**config.mk**
```make
export PLATFORM = sky130hd
export DESIGN_NAME = alu_seq
export DESIGN_NICKNAME = d
export VERILOG_FILES = /design/src/rtl/alu_seq.sv
export SDC_FILE = /design/constraint.sdc
export NUM_CORES = 1
export LEC_CHECK = 0
export BUFFER_PORTS_ARGS = -buffer_cell sky130_fd_sc_hd__buf_4
export CELL_PAD_IN_SITES_DETAIL_PLACEMENT = 0
export CELL_PAD_IN_SITES_GLOBAL_PLACEMENT = 1
export CORE_ASPECT_RATIO = 0.75
export CORE_MARGIN = 1
export CORE_UTILIZATION = 45
export CTS_CLUSTER_DIAMETER = 40
export DETAILED_ROUTE_END_ITERATION = 8
export PLACE_DENSITY = 0.78
export REMOVE_ABC_BUFFERS = 1
export SETUP_SLACK_MARGIN = 0.15
export SYNTH_ARGS = -nofsm -noshare
export SYNTH_HDL_FRONTEND = slang
export SYNTH_SLANG_ARGS = --single-unit
```
**constraint.sdc**
```tcl
create_clock -name clk -period 2.95 [get_ports clk]
set_input_delay 0.1475 -clock clk [delete_from_list [all_inputs] [get_ports clk]]
set_output_delay 0.1475 -clock clk [all_outputs]
set_load 0.005 [all_outputs]
```
**src/rtl/alu_seq.sv**
```systemverilog
// rtl/alu_seq.sv - registered ALU with start/busy/done handshake and iterative shift-add multiply
module alu_seq #(
    parameter int WIDTH = 4,
    parameter int CNTW  = $clog2(WIDTH + 1)
) (
    input  logic             clk,
    input  logic             reset,
    input  logic             start,
    input  logic [3:0]       opCode,
    input  logic [WIDTH-1:0] a,
    input  logic [WIDTH-1:0] b,
    output logic             busy,
    output logic             done,
    output logic [WIDTH-1:0] aOut,
    output logic             overFlow,
    output logic             zero,
    output logic             illegalOp
);

    localparam logic [3:0] OP_ADD = 4'b0100;
    localparam logic [3:0] OP_SUB = 4'b0101;
    localparam logic [3:0] OP_OR  = 4'b0110;
    localparam logic [3:0] OP_AND = 4'b0111;
    localparam logic [3:0] OP_NOT = 4'b1000;
    localparam logic [3:0] OP_SHL = 4'b1001;
    localparam logic [3:0] OP_SHR = 4'b1010;
    localparam logic [3:0] OP_MUL = 4'b1011;

    typedef enum logic {IDLE, MUL} state_t;

    state_t               state, next_state;
    logic [2*WIDTH-1:0]   mcand, acc, acc_next;
    logic [WIDTH-1:0]     mplier;
    logic [CNTW-1:0]      cnt;
    logic                 mul_last, mul_ovf;
    logic [WIDTH:0]       sum;
    logic                 shl_lost;
    logic [WIDTH-1:0]     sc_val;
    logic                 sc_ovf, sc_ill;

    assign busy     = (state == MUL);
    assign mul_last = (state == MUL) && (cnt == CNTW'(WIDTH - 1));
    assign acc_next = acc + (mplier[0] ? mcand : '0);
    assign mul_ovf  = |acc_next[2*WIDTH-1:WIDTH];
    assign sum      = {1'b0, a} + {1'b0, b};

    // A left shift loses bits if shifting back does not restore the operand.
    assign shl_lost = (b >= WIDTH'(WIDTH)) ? (a != '0) : (((a << b) >> b) != a);

    always_ff @(posedge clk) begin
        if (reset) state <= IDLE;
        else       state <= next_state;
    end

    always_comb begin
        next_state = state;
        case (state)
            IDLE:    if (start && opCode == OP_MUL) next_state = MUL;
            MUL:     if (mul_last) next_state = IDLE;
            default: next_state = IDLE;
        endcase
    end

    always_comb begin
        sc_val = aOut;
        sc_ovf = 1'b0;
        sc_ill = 1'b0;
        case (opCode)
            OP_ADD: if (sum[WIDTH]) sc_ovf = 1'b1; else sc_val = sum[WIDTH-1:0];
            OP_SUB: if (a < b) sc_ovf = 1'b1; else sc_val = a - b;
            OP_OR:  sc_val = a | b;
            OP_AND: sc_val = a & b;
            OP_NOT: sc_val = ~a;
            OP_SHL: if (shl_lost) sc_ovf = 1'b1; else sc_val = a << b;
            OP_SHR: sc_val = a >> b;
            OP_MUL: sc_val = aOut;
            default: sc_ill = 1'b1;
        endcase
    end

    always_ff @(posedge clk) begin
        if (reset) begin
            aOut      <= '0;
            overFlow  <= 1'b0;
            zero      <= 1'b1;
            illegalOp <= 1'b0;
            done      <= 1'b0;
            cnt       <= '0;
            mcand     <= '0;
            mplier    <= '0;
            acc       <= '0;
        end else begin
            done <= 1'b0;
            if (state == IDLE && start) begin
                if (opCode == OP_MUL) begin
                    mcand  <= {{WIDTH{1'b0}}, a};
                    mplier <= b;
                    acc    <= '0;
                    cnt    <= '0;
                end else begin
                    aOut      <= sc_val;
                    overFlow  <= sc_ovf;
                    illegalOp <= sc_ill;
                    zero      <= (sc_val == '0);
                    done      <= 1'b1;
                end
            end else if (state == MUL) begin
                acc    <= acc_next;
                mcand  <= mcand << 1;
                mplier <= mplier >> 1;
                cnt    <= cnt + 1'b1;
                // Last iteration folds its partial product straight into the result.
                if (mul_last) begin
                    done      <= 1'b1;
                    overFlow  <= mul_ovf;
                    illegalOp <= 1'b0;
                    if (!mul_ovf) aOut <= acc_next[WIDTH-1:0];
                    zero <= ((mul_ovf ? aOut : acc_next[WIDTH-1:0]) == '0);
                end
            end
        end
    end

endmodule
```
== After elaboration in Yosys (flattened, before gate mapping) ==
Index checks and enable logic that the tools add are counted.

* Register bits: 32
* Bits in latches: 0
* Memory bits (writable): 0
* Bits in read-only memories: 0
* Bits of input ports: 15
* Output and inout bits: 9
* Word-level logic and storage cells: 94
* Memories kept: 0

* Add/subtract/negate cells: 4
* $mul: 0
* Divide/modulo/power cells: 0
* Magnitude comparators: 2
* Equal/unequal tests: 12
* Shift-type cells: 3
* Multiplexer cells: 47
* Bitwise operators: 4
* Reduce and logical (&&, ||, !) cells: 12

{| class="wikitable"
|+ Operators by type and width
! cell !! count
|-
| $mux W8 || 7
|-
| $mux W4 || 11
|-
| $pmux W4 S7 || 1
|-
| $mux W1 || 23
|-
| $eq A4 B3 Y1 const B || 4
|-
| $eq A4 B4 Y1 const B || 4
|-
| $mux W3 || 3
|-
| $add A8 B8 Y8 || 1
|-
| $logic_not A4 Y1 || 2
|-
| $shr A4 B4 Y4 || 2
|-
| $reduce_or A7 Y1 || 1
|-
| $add A4 B4 Y5 || 1
|-
| $and A4 B4 Y4 || 1
|-
| $ge A4 B3 Y1 const B || 1
|-
| $lt A4 B4 Y1 || 1
|-
| $ne A2 B2 Y1 const B || 2
|-
| $ne A4 B4 Y1 || 1
|-
| $not A4 Y4 || 1
|-
| $or A4 B4 Y4 || 1
|-
| $reduce_bool A2 Y1 || 2
|-
| $reduce_bool A4 Y1 || 1
|-
| $reduce_or A4 Y1 || 1
|-
| $shl A4 B4 Y4 || 1
|-
| $sub A4 B4 Y4 || 1
|-
| other kinds (8) || 10
|}

== Logic depth before layout (Yosys ltp) ==
Gate-level depths: netlist (run 1).

* Depth in word-level cells: 9
* Depth in mapped cells: 12
* Depth with buffers taken out: 11

== Worst setup path before layout (run 1) ==
No wires, ideal clock.

* Kind: input -> register
* Start: in b[3]
* End: reg aOut[0]
* Library setup time: 0.119 ns
* Arrival: 2.244 ns
* Required time: 2.831 ns
* Path slack: 0.588 ns
* Stages on the path: 11
* Path through: clkbuf_1 -> inv_1 -> ha_1 -> nor3_2 -> or3_1 -> a22o_1 -> a2bb2oi_1 -> o211ai_2 -> o21ai_1 -> a22oi_1 -> o221a_1

* Word-level cells in the longest chain between the ends: 8
* Elaborated cells on any way between the ends: 14
* Those cells by class: add/sub: 1; order compare: 2; eq/ne: 1; shift: 3; mux: 7

{| class="wikitable"
|+ RTL lines
! what !! RTL line !! source
|-
| start, declared || 11 || <nowiki>input logic [WIDTH-1:0] b,</nowiki>
|-
| $shl A4 B4 Y4 || 48, 74 ||
|-
| $shr A4 B4 Y4 || 48 || <nowiki>assign shl_lost = (b >= WIDTH'(WIDTH)) ? (a != '0) : (((a << b) >> b) != a);</nowiki>
|-
| $ne A4 B4 Y1 || 48 ||
|-
| $mux W1 || 48 ||
|-
| $mux W4 || 74 || <nowiki>OP_SHL: if (shl_lost) sc_ovf = 1'b1; else sc_val = a << b;</nowiki>
|-
| $pmux W4 S7 (*) || 68 || <nowiki>case (opCode)</nowiki>
|-
| $mux W4 (*) || 95 || <nowiki>if (opCode == OP_MUL) begin</nowiki>
|-
| $mux W4 (*) || 94 || <nowiki>if (state == IDLE && start) begin</nowiki>
|-
| end signal, assigned || 101 || <nowiki>aOut <= sc_val;</nowiki>
|-
| end signal, assigned || 117 || <nowiki>if (!mul_ovf) aOut <= acc_next[WIDTH-1:0];</nowiki>
|-
| end, declared || 14 || <nowiki>output logic [WIDTH-1:0] aOut,</nowiki>
|}

Every way passes the cells marked *; elsewhere a longest branch is shown, timed or not. The select of a mux whose other input is x is not followed.
A chain may end at the register's enable or synchronous reset.

== Final worst setup path (run 1) ==
* Start: reg mplier[0]
* End: reg aOut[3]

* Word-level cells in the longest chain between the ends: 7

{| class="wikitable"
|+ RTL lines
! what !! RTL line !! source
|-
| start, declared || 33 || <nowiki>logic [WIDTH-1:0] mplier;</nowiki>
|-
| start signal, assigned || 110 || <nowiki>mplier <= mplier >> 1;</nowiki>
|-
| $mux W8 (*) || 43 || <nowiki>assign acc_next = acc + (mplier[0] ? mcand : '0);</nowiki>
|-
| $add A8 B8 Y8 (*) || 43 ||
|-
| $reduce_or A4 Y1 || 44 || <nowiki>assign mul_ovf = |acc_next[2*WIDTH-1:WIDTH];</nowiki>
|-
| $mux W4 (*) || 117 ||
|-
| $mux W4 (*) || 113 || <nowiki>if (mul_last) begin</nowiki>
|-
| $mux W4 (*) || 107 || <nowiki>end else if (state == MUL) begin</nowiki>
|-
| $mux W4 (*) || 94 ||
|}

Marks and branches as above.

==> reports/results.md, run 1 <==
STA
- slew at the pin closest to its max-slew limit: 0.699 ns
- Max Freq: 0.396 GHz
- Setup Viol. Count Final: 0
- final clock skew: 0.00938 ns
- min cycle time layout: 2.52 ns
- final worst-path cycle share: 85.5%
- setup repair after global routing missed its margin: false
- final worst-path setup slack: 0.427 ns
- total count of hold-check failures in the final report: 0
- Slew headroom: 53.4%
- sum of negative setup slack: 0 ns
- max-slew violation total from the final report: 0

Logic synthesis
- top-count cell post-synth: nor2_1
- most area-hungry cell type in the Yosys netlist: dfxtp_1
- fraction of the yosys area taken by sequential cells: 22.8%
- share of Yosys cell area claimed by the top area cell type: 22.8%
- Post-synth EDFFs: 0
- register bit count reported by yosys: 32
- gate count after technology mapping: 371
- netlist area before placement: 2810 um^2
- number of distinct library cells after synthesis: 66
- Synth Area per Inst: 7.56 um^2
- leading cell types by count after synthesis: nor2_1, nand2_1, dfxtp_1, a21oi_1, ha_1
- leading cell types by total area after synthesis: dfxtp_1, ha_1, nor2_1
- ys flop type: dfxtp_1
- async set or reset register ratio after synthesis: 0%
- Syn. warnings: 0

Clocking
- Longest Clk Path Bufs: 2
- clk sinks: 32
- CTS tree: yes
- clock insertion delay at the later pin of the skew report: 0.29 ns
- clock tree root driver cell: clkbuf_8
- H-tree level count: 2
- clock slew seen by the registers of the worst setup and hold paths: 0.07 ns
- number of buffers inserted by post-CTS setup repair: 0
- number of buffers created by CTS: 5

Worst setup path
- type of the worst setup path: register to register
- Critical Path Start Type: register
- count of cells along the worst register-to-register path: 10
- cell at the slowest stage of the critical path: dfxtp_1
- count of buffer and inverter cells on the critical path: 0
- Worst path top cell family by delay: compound AO/OA/AOI/OAI gates
- kind of capture point of the worst setup path: register
- capturing instance or port of the critical path: aOut[3]$_SDFFE_PP0P_
- Critical Path RT: 3.12 ns
- RR Startpoint: mplier[0]$_SDFFE_PP0P_
- list of cells traversed by the critical path: and2_1 > ha_1 > a21o_1 > a21oi_1 > o21ai_1 > a211oi_2 > a211oi_4 > nor2_1 > nor2_2 > o221a_1
- arrival time worst endpoint: 2.70 ns
- CP Launch Point: mplier[0]$_SDFFE_PP0P_
- crit path max fanout: 9
- worst setup slack for register-to-register paths: 0.43 ns
- reg-to-reg critical path endpoint: aOut[3]$_SDFFE_PP0P_
- maximum cell stage delay along the critical path: 0.47 ns
- path length in cells of the critical path: 10

GRT
- GRT Util Overall: 23.3%
- global-route wire length before repair: 12.1 mm
- overflow left after global routing: 0
- initial antenna violation count: 0
- pin count of the biggest net entering global routing: 37
- number of global-route vias before repair: 2389

Power
- ratio of total power to cell area: 347 nW/um^2
- worst vdd ir: 0.181 mV
- Leak: 1.30 nW

Min path
- class of the tightest hold or removal check: primary input to register

Run
- max capacitance violation total: 0

Place
- GP Congestion: 0.822
- post-place instance area: 3000 um^2
- Setup WS pre-CTS: 0.289 ns
- input/output buffers: 23
- DPL Wire Length: 5.43 mm

Drt
- residual DRC count: 0
- routed via count divided by cell count: 5.82
- total number of vias: 2684
- post-detailed-routing wire length: 7.38 mm
- number of violations reported at the end of detailed-routing iteration 0: 187
- residual antenna-violating net count after detailed routing: 0
- Initial DRT Pass Iterations: 5
- wire length per cell after detailed routing: 16.0 um

Floorplanning
- Die Width: 93.2 um
- core area: 5920 um^2
- initial cell density of the core: 47.4%
- IO Count: 24
- Die Ht: 70.4 um
- number of cell rows: 24
- floorplan die area: 6560 um^2

Cells and area
- number of inserted diodes: 0
- nets@finish: 421
- P&R area growth vs syn: 10.8%
- Post-Layout Inst Area: 3110 um^2
- layout cells sized above 1: 12.8%

Outcome
- run status: complete, no violations

## per-layer routing
layer	up-vias	GRT usage, %	routed length, um
li1	1347	-	-
met5	-	0	0
met4	0	4.10	32
met2	79	30.6	2890
met3	4	4.47	473
met1	1254	38.0	3980
## worst min-delay path, stage by stage
cell     delay, ns
buf_4         0.15
nand2_1       0.06
a21oi_1       0.05
## how the worst min path moves through the flow
| stage | from | endpoint | depth (start not counted) |
|---|---|---|---|
| floorplan | reset | busy$_SDFF_PP0_ | 1 |
| global placement | a[0] | mcand[0]$_SDFFE_PP0P_ | 3 |
| detailed placement | a[0] | mcand[0]$_SDFFE_PP0P_ | 3 |
| CTS | a[0] | mcand[0]$_SDFFE_PP0P_ | 3 |
| global route | a[0] | mcand[0]$_SDFFE_PP0P_ | 3 |
| finish | a[0] | mcand[0]$_SDFFE_PP0P_ | 3 |
## timing repair
| action | 4_1_cts | 5_1_grt |
|---|---|---|
| endpoints found under the setup margin | 0 | 3 |
| hold buffers | 0 | 0 |
| endpoints found under the hold margin | 0 | 0 |
| gates resized for setup | 0 | 2 |
## registers in the layout (all words and copies together), names as in the netlist
signal	cells
acc	8
mcand	8
aOut	4
mplier	4
cnt	3
busy	1
done	1
illegalOp	1
overFlow	1
zero	1
## final cells by class
cell class | instances | area, um^2
flip-flops and latches | 32 | 641
inverters | 15 | 56.3
fillers | 577 | 2810
well taps | 78 | 97.6
multi-input cells | 302 | 2030
repair buffers | 26 | 195
clock inverters | 2 | 10.0
clock buffers | 6 | 82.6
## stage by stage
step                hold slack [ns]  cells  power (mW)  utilization (%)
floorplan                     0.217    349       0.616                -
global placement              0.460    453       0.722             50.8
detailed placement            0.466    453       0.721             50.8
CTS                           0.164    461        1.08             52.3
global route                  0.164    461        1.13             52.6
finish                        0.166    461        1.08             52.6
## placed cells by master, fill, tap and decap left out, types with 3 or more instances in the layout
| cell type | count |
|---|---|
| nor2_1 | 56 |
| nand2_1 | 36 |
| dfxtp_1 | 32 |
| buf_4 | 26 |
| a21oi_1 | 22 |
| ha_1 | 21 |
| inv_1 | 14 |
| nor3_1 | 12 |
| o21ai_1 | 11 |
| and2_1 | 9 |
| nand2b_1 | 6 |
| nand3_1 | 6 |
| xor2_1 | 6 |
| a21o_1 | 6 |
| a311oi_1 | 6 |
| a31oi_1 | 6 |
| clkbuf_8 | 6 |
| a22oi_1 | 5 |
| or3_1 | 5 |
| nor2b_1 | 5 |
| mux2i_1 | 5 |
| o21ai_0 | 5 |
| nand3b_1 | 4 |
| xnor2_1 | 4 |
| o31ai_1 | 4 |
| nor4_1 | 4 |
| o21a_1 | 3 |
| a22o_1 | 3 |
| o221a_1 | 3 |
| a211oi_1 | 3 |
| fa_1 | 3 |
## cell families (layout without fill, tap and decap cells)
| group | count (synthesis) | in the layout | share of synthesized area (%) |
|---|---|---|---|
| AND/OR/NAND/NOR | 163 | 163 | 29.8 |
| AO/OA/AOI/OAI | 99 | 99 | 25.2 |
| buffers and inverters | 37 | 49 | 5.35 |
| flip-flops | 32 | 32 | 22.8 |
| adder cells (fa/ha/maj) | 24 | 24 | 11.5 |
| XOR/XNOR | 10 | 10 | 3.12 |
| multiplexers | 6 | 6 | 2.19 |
## where the power goes
group / total [mW] / internal, mW / switching, mW / leakage, nW
sequential: 0.459 / 0.445 / 0.0137 / 0.260
clock: 0.363 / 0.186 / 0.177 / 0.0510
combinational: 0.257 / 0.105 / 0.152 / 0.989
total: 1.08 / 0.736 / 0.343 / 1.30
Note: power is estimated with default switching activity, not from simulation.
==> run 2: changes to the inputs <==
PLACE_DENSITY = default   (was 0.78)
PLACE_DENSITY_LB_ADDON = 0.1   (was default)
==> reports/results.md, run 2 (synthesis gave the netlist of run 1 again) <==
Outcome
- run status: complete, no violations

Place
- DPL Wire Length: 5.49 mm
- input/output buffers: 23
- number of placed instances with taps included: 456
- GP Congestion: 0.834
- Setup WS pre-CTS: 0.253 ns

Cells and area
- layout cells sized above 1: 13.2%
- register cell area after layout: 641 um^2
- leading cell type in the layout, fill and taps excluded: nor2_1
- fill cell instance count of the final layout: 585
- commonest cells after routing, fill and taps aside: nor2_1, nand2_1, dfxtp_1
- number of inserted diodes: 0
- multi-input combinational cell area: 2030 um^2
- P&R area growth vs syn: 12.2%
- Final Non-Filler Cells: 464
- nets@finish: 424
- top flop regs: acc: 8 flops, mcand: 8 flops

STA
- total count of hold-check failures in the final report: 0
- Setup Viol. Count Final: 0
- final worst-path setup slack: 0.377 ns
- final clock skew: 0.00852 ns
- final worst-path cycle share: 87.2%
- setup repair after global routing missed its margin: false
- max-slew violation total from the final report: 0
- Max Freq: 0.389 GHz
- Slew headroom: 59.2%
- slew at the pin closest to its max-slew limit: 0.612 ns
- sum of negative setup slack: 0 ns
- worst hold slack: 0.164 ns
- min cycle time layout: 2.57 ns

GRT
- pin count of the biggest net entering global routing: 30
- number of global-route vias before repair: 2518
- GRT Util Overall: 24.6%
- initial antenna violation count: 0
- global-route wire length before repair: 12.7 mm
- overflow left after global routing: 0

Min path
- terminating pin of the worst hold path: mcand[0]$_SDFFE_PP0P_
- hold path startpoint: a[0]
- class of the tightest hold or removal check: primary input to register
- hold path depth: 3

Worst setup path
- crit path max fanout: 9
- count of cells along the worst register-to-register path: 11
- kind of capture point of the worst setup path: register
- arrival time worst endpoint: 2.79 ns
- RR Startpoint: mplier[0]$_SDFFE_PP0P_
- type of the worst setup path: register to register
- Critical Path RT: 3.17 ns
- Critical Path Start Type: register
- reg-to-reg critical path endpoint: aOut[2]$_SDFFE_PP0P_
- worst setup slack for register-to-register paths: 0.38 ns

Floorplanning
- floorplan die area: 6560 um^2
- core area: 5920 um^2
- Die Ht: 70.4 um
- Die Width: 93.2 um
- initial cell density of the core: 47.4%
- IO Count: 24
- number of cell rows: 24

Drt
- wire length per cell after detailed routing: 15.9 um
- Initial DRT Pass Iterations: 5
- residual DRC count: 0
- residual antenna-violating net count after detailed routing: 0
- post-detailed-routing wire length: 7.38 mm
- total number of vias: 2663
- routed via count divided by cell count: 5.74
- number of violations reported at the end of detailed-routing iteration 0: 195

Clocking
- CTS tree: yes
- clock tree root driver cell: clkbuf_8
- number of buffers created by CTS: 5
- H-tree level count: 2
- clock slew seen by the registers of the worst setup and hold paths: 0.07 ns
- clock insertion delay at the later pin of the skew report: 0.28 ns
- Longest Clk Path Bufs: 2
- clk sinks: 32
- number of buffers inserted by post-CTS setup repair: 0
- Post-CTS Hold Buffers: 0

Power
- Leak: 1.32 nW
- Power, Total: 1.13 mW
- worst vdd ir: 0.215 mV
- ratio of total power to cell area: 360 nW/um^2

Run
- max capacitance violation total: 0

==> run 2: cell count changes in the layout (fill, tap and decap cells not counted), sizes merged <==
cell / before / now
buf: 26 / 29
bufinv: 0 / 1
clkinv: 2 / 1
==> run 2: critical path: stages (launching register included) <==
cell and delay [ns]:
dfxtp_1 0.37, and2_1 0.20, ha_1 0.21, fa_1 0.40, a21oi_1 0.14, nor2_1 0.05
nor2_1 0.17, xnor2_1 0.16, a211oi_4 0.32, nor2_1 0.09, nor2_2 0.18, o221a_1 0.21
==> run 2: power breakdown <==
part	leakage [nW]	switching (mW)	internal, mW
logic	1.00	0.153	0.106
registers	0.260	0.0134	0.445
clock network	0.0552	0.166	0.251
total	1.32	0.332	0.802
==> run 2: repair_timing <==
item                                   4_1_cts  5_1_grt
setup endpoints to repair                    0        5
resized for setup                            0        2
endpoints found under the hold margin        0        0
==> run 2: cell type report <==
class	count	share of cell area (%)
Clock buffer	6	2.31
Clock inverter	2	1.11
Inverter	15	1.79
Multi-Input combinational cell	302	64.4
Sequential cell	32	20.4
Tap cell	78	3.10
Timing Repair Buffer	29	6.92
==> run 2: metrics by stage <==
| stage | instance area, um^2 | utilization (%) |
|---|---|---|
| 3_3_place_gp | 3030 | 51.2 |
| 5_1_grt | 3150 | 53.2 |
| 4_1_cts | 3130 | 53.0 |
| 3_5_place_dp | 3030 | 51.2 |
| 2_1_floorplan | 2710 | - |
| 6_report | 3150 | 53.2 |
==> run 2: worst max path at each step <==
stage | cells after the start | to | from
CTS | 11 | aOut[2]$_SDFFE_PP0P_ | mplier[0]$_SDFFE_PP0P_
global placement | 12 | aOut[3]$_SDFFE_PP0P_ | a[0]
floorplan | 11 | aOut[0]$_SDFFE_PP0P_ | mplier[0]$_SDFFE_PP0P_
global route | 11 | aOut[2]$_SDFFE_PP0P_ | mplier[0]$_SDFFE_PP0P_
finish | 11 | aOut[2]$_SDFFE_PP0P_ | mplier[0]$_SDFFE_PP0P_
detailed placement | 11 | aOut[0]$_SDFFE_PP0P_ | b[0]
==> run 2: routing by layer <==
| metal | vias to the layer above | GRT usage (%) | part of all wire, % |
|---|---|---|---|
| met2 | 75 | 31.5 | 39 |
| met1 | 1227 | 40.3 | 55 |
| li1 | 1358 | - | - |
| met5 | - | 0 | 0 |
| met4 | 0 | 3.93 | 0.19 |
| met3 | 3 | 5.66 | 6.4 |
